`src/rtl/ha_frame_accumulator.sv`:
```
// ha_frame_accumulator: sums {cout,S} samples over FRAME_LEN accepted cycles and
// presents each frame total on a single-entry valid/ready output register.
`default_nettype none

module ha_frame_accumulator #(
   parameter int WIDTH     = 8,
   parameter int FRAME_LEN = 4
) (
   input  logic             clk,
   input  logic             rst,
   input  logic             in_valid,
   input  logic             S,
   input  logic             cout,
   output logic             in_ready,
   output logic [WIDTH-1:0] sum_out,
   output logic             sum_valid,
   input  logic             sum_ready,
   output logic             overflow
);

   localparam int CNT_W = (FRAME_LEN > 1) ? $clog2(FRAME_LEN) : 1;
   localparam logic [CNT_W-1:0] LAST_CNT = CNT_W'(FRAME_LEN - 1);

   typedef enum logic [0:0] {
      ACCUM = 1'b0,
      STALL = 1'b1
   } state_t;

   state_t             state;
   logic [WIDTH-1:0]   acc_q, acc_d;
   logic [CNT_W-1:0]   cnt_q, cnt_d;
   logic               ovf_acc_q, ovf_acc_d;
   logic [WIDTH-1:0]   sum_out_q, sum_out_d;
   logic               overflow_q, overflow_d;
   logic               sum_valid_q, sum_valid_d;
   logic [WIDTH-1:0]   sample;
   logic [WIDTH:0]     acc_sum;
   logic               accept;
   logic               frame_end;

   // The mode is fully determined by the current cycle's conditions, so the
   // last sample of a frame is held off only while an unconsumed result blocks it.
   always_comb begin
      state = ACCUM;
      if (cnt_q == LAST_CNT && sum_valid_q && !sum_ready) begin
         state = STALL;
      end
   end

   assign in_ready  = (state == ACCUM);
   assign accept    = in_valid && in_ready;
   assign frame_end = accept && (cnt_q == LAST_CNT);
   assign sample    = WIDTH'({cout, S});
   assign acc_sum   = {1'b0, acc_q} + {1'b0, sample};

   always_comb begin
      acc_d       = acc_q;
      cnt_d       = cnt_q;
      ovf_acc_d   = ovf_acc_q;
      sum_out_d   = sum_out_q;
      overflow_d  = overflow_q;
      sum_valid_d = sum_valid_q;

      if (sum_valid_q && sum_ready) begin
         sum_valid_d = 1'b0;
      end

      if (frame_end) begin
         // A frame end on the same edge as a consume reloads the output register.
         sum_out_d   = acc_sum[WIDTH-1:0];
         overflow_d  = ovf_acc_q | acc_sum[WIDTH];
         sum_valid_d = 1'b1;
         acc_d       = '0;
         cnt_d       = '0;
         ovf_acc_d   = 1'b0;
      end else if (accept) begin
         acc_d     = acc_sum[WIDTH-1:0];
         ovf_acc_d = ovf_acc_q | acc_sum[WIDTH];
         cnt_d     = cnt_q + CNT_W'(1);
      end
   end

   always_ff @(posedge clk or negedge rst) begin
      if (!rst) begin
         acc_q       <= '0;
         cnt_q       <= '0;
         ovf_acc_q   <= 1'b0;
         sum_out_q   <= '0;
         overflow_q  <= 1'b0;
         sum_valid_q <= 1'b0;
      end else begin
         acc_q       <= acc_d;
         cnt_q       <= cnt_d;
         ovf_acc_q   <= ovf_acc_d;
         sum_out_q   <= sum_out_d;
         overflow_q  <= overflow_d;
         sum_valid_q <= sum_valid_d;
      end
   end

   assign sum_out   = sum_out_q;
   assign overflow  = overflow_q;
   assign sum_valid = sum_valid_q;

endmodule

`default_nettype wire
```
`config.mk`:
```
export PLATFORM = sky130hd
export DESIGN_NAME = ha_frame_accumulator
export DESIGN_NICKNAME = d
export VERILOG_FILES = /design/src/rtl/ha_frame_accumulator.sv
export SDC_FILE = /design/constraint.sdc
export NUM_CORES = 1
export LEC_CHECK = 0
export BUFFER_PORTS_ARGS = -buffer_cell sky130_fd_sc_hd__buf_2
export CORE_AREA = 2 2 47 49
export CTS_BUF_LIST = sky130_fd_sc_hd__clkbuf_8
export DETAILED_ROUTE_END_ITERATION = 6
export DIE_AREA = 0 0 49 51
export GPL_TIMING_DRIVEN = 0
export MAX_ROUTING_LAYER = met4
export PLACE_DENSITY_LB_ADDON = 0.12
export SKIP_CTS_REPAIR_TIMING = 1
export SYNTH_ARGS = -nofsm -noshare
export SYNTH_HDL_FRONTEND = slang
export SYNTH_SLANG_ARGS = --single-unit
```
`constraint.sdc`:
```
create_clock -name clk -period 2.09 [get_ports clk]
set_input_delay 0.209 -clock clk [delete_from_list [all_inputs] [get_ports clk]]
set_output_delay 0.209 -clock clk [all_outputs]
set_load 0.1 [all_outputs]
```
==> results.cfg <==
[status]
status = complete, no violations

[logic_synthesis]
async_reset_ff_share_pct = 100
synth_cell_types = 32
ys_ff_latch = 21
netlist_area_um2 = 1060
postSynthAreaPerCell_um2 = 10.0
synth_nets = 116
ys_top_cells_by_area = dfrtp_1 49%, nand2_1 7.8%, o21ai_0 6.1%
yosysWarnings = 0
synth_edf_count = 0
synth_common_cells = 22 x nand2_1, 21 x dfrtp_1, 13 x o21ai_0, 5 x inv_1, 5 x xor2_1
synth.most_common_cell = nand2_1
synthFlopType = dfrtp_1
yosysTopAreaCell = dfrtp_1
syn_inst = 106
netlist.area_leader.share_pct = 49.4
synth-seq-area-share_pct = 49.4

[setup_path]
critPathCaptureType = flop
worstRegToRegCells = 7
cp-startpoint = acc_q[0]$_DFFE_PN0P_
reg2reg_from = acc_q[0]$_DFFE_PN0P_
path_class = flop to flop
critPathRequiredTime_ns = 2.28
cp.arrival_ns = 2.12
cp_slowest_cell = or4_4
startpoint_type = flop
crit_fanout = 4
slowest_delay_ns = 0.48
path_cells = ha_1, inv_1, fa_2, and2b_2, nand2_4, or4_4, o211ai_2

[job]
cap_violations = 0

[sta]
drv_slew = 0
period_needed_ns = 1.93
fin_skew_ns = 0.00368
layout_worst_path_cycle_share_pct = 92.6
setup_viol = 0
fin_ws_ns = 0.155
fmax_mhz = 517
tightestPinTransition_ns = 0.488
holdWs_ns = 0.226
relSlewSlack_pct = 67.5
finalHoldViolCount = 0
rsz0062_at_grt = false

[grt]
track_usage_pct = 19.3
grt_pass1_vias = 787
grt_remaining_overflow = 0
antenna_found_initial = 0
grt_start_max_net_pins = 22
grt_pass1_wl_mm = 3.57

[power]
p_leak_nw = 0.608
powerDensity_nw_per_um2 = 1650
ir_drop_v = 0.00104

[floorplanning]
die-area_um2 = 2500
coreArea_um2 = 2060
die_h_um = 51
die_w_um = 49
rows = 17
pin_count = 17
start_util_pct = 51.5

[clock_network]
clk_pin_slew_ns = 0.08
cts_root_buf = clkbuf_8
cts-buffers-inserted = 3
htreeDepth = 1
clock_latency_ns = 0.26
cts_tree = done
numClockSinks = 21
clockBufferDepth = 2

[drt]
drtPass1Iterations = 2
drc = 0
vias = 815
detail-route-antenna-nets = 0
wl_per_cell_um = 13.2
wirelength_mm = 2.06
first_iter_violations = 6
via_per_inst = 5.22

[placement]
portBuffers = 16
gp_congestion = 0.719
dp_slack_ns = 0.0889
hpwlAfterDp_mm = 1.49

[min_path]
min_path_type = primary input to flop
hp-start = sum_ready
whs_path_depth = 3

[final_layout]
fin_nets = 139
num_antenna_cells = 0
area_delta_synth_final_pct = 18.2
layout-drive-gt1-share_pct = 27.3
==> registers in the layout (all words and copies together), names as in the netlist <==
register,flops
acc_q,8
sum_out,8
cnt_q,2
overflow,1
ovf_acc_q,1
sum_valid,1
==> critical path, delay by kind of cell, from the launching register on <==
kind,cells,cell delay [ns]
simple gates,3,0.83
buf+inv,1,0.06
compound gates,1,0.07
fa+ha+maj,2,0.56
flops,1,0.36
==> cell usage in the layout, fill, tap and decap left out, types with 2 or more instances in the layout <==
cell,Yosys,final
and3_4,2,2
o21ai_0,13,11
clkbuf_8,0,3
buf_2,3,18
inv_1,5,5
clkbuf_1,3,3
xor2_1,5,5
a21oi_1,4,4
dfrtp_1,21,20
nand4_1,2,2
ha_1,3,3
o31ai_1,3,3
o21ai_1,0,2
nand2_1,22,21
==> path summary, 6_finish.rpt <==
kind	to	slack [ns]
worst min register to register	sum_out[0]$_DFFE_PN0P_	0.47
worst min-delay path	sum_valid$_DFFE_PN0P_	0.23
worst max register to register	acc_q[6]$_DFFE_PN0P_	0.16
max in group asynchronous	sum_valid$_DFFE_PN0P_	1.28
worst max-delay path	acc_q[6]$_DFFE_PN0P_	0.16
min in group asynchronous	sum_out[2]$_DFFE_PN0P_	0.44
==> final cells by class <==
cell class | count | area, um2
clock buffer | 3 | 41.3
timing repair buffer | 18 | 97.6
fill | 184 | 806
sequential | 21 | 529
tap | 28 | 35.0
inverter | 5 | 18.8
buffer | 6 | 32.5
clock inverter | 1 | 5.00
multi-input combinational | 74 | 498
==> logic make-up after synthesis <==
kind of cell	share of synthesized area, %
DFF	49.4
muxes	1.06
adders and majority gates	5.41
xor gates and xnor gates	4.94
AOI/OAI and AO/OA	15.4
and+or+nand+nor	19.5
buffers and inverters	4.23
==> per-stage QoR <==
stage / std cells / TNS (ns) / power [W] / cell area [um2] / utilization, %
after global placement: 150 / 0 / 0.00178 / 1190 / 57.7
after detailed placement: 150 / 0 / 0.00180 / 1190 / 57.7
after CTS: 154 / 0 / 0.00207 / 1240 / 60.0
final: 156 / 0 / 0.00207 / 1260 / 60.9
after floorplan: 106 / -1.60 / 0.00160 / 1080 / -
after global routing: 156 / 0 / 0.00221 / 1260 / 60.9
==> power breakdown <==
group / switching (W) / total, W / internal, W
sequential: 0.000103 / 0.000668 / 0.000564
clock: 0.000136 / 0.000268 / 0.000133
combinational: 0.000851 / 0.00113 / 0.000283
==> per-layer routing <==
layer | track usage [%] | part of all wire [%] | vias up
li1 | - | - | 412
met1 | 24.6 | 46 | 387
met2 | 31.7 | 50 | 14
met3 | 2.63 | 2.5 | 2
met4 | 7.14 | 0.78 | 0
met5 | - | 0 | -
Note: power is estimated with default switching activity, not from simulation.
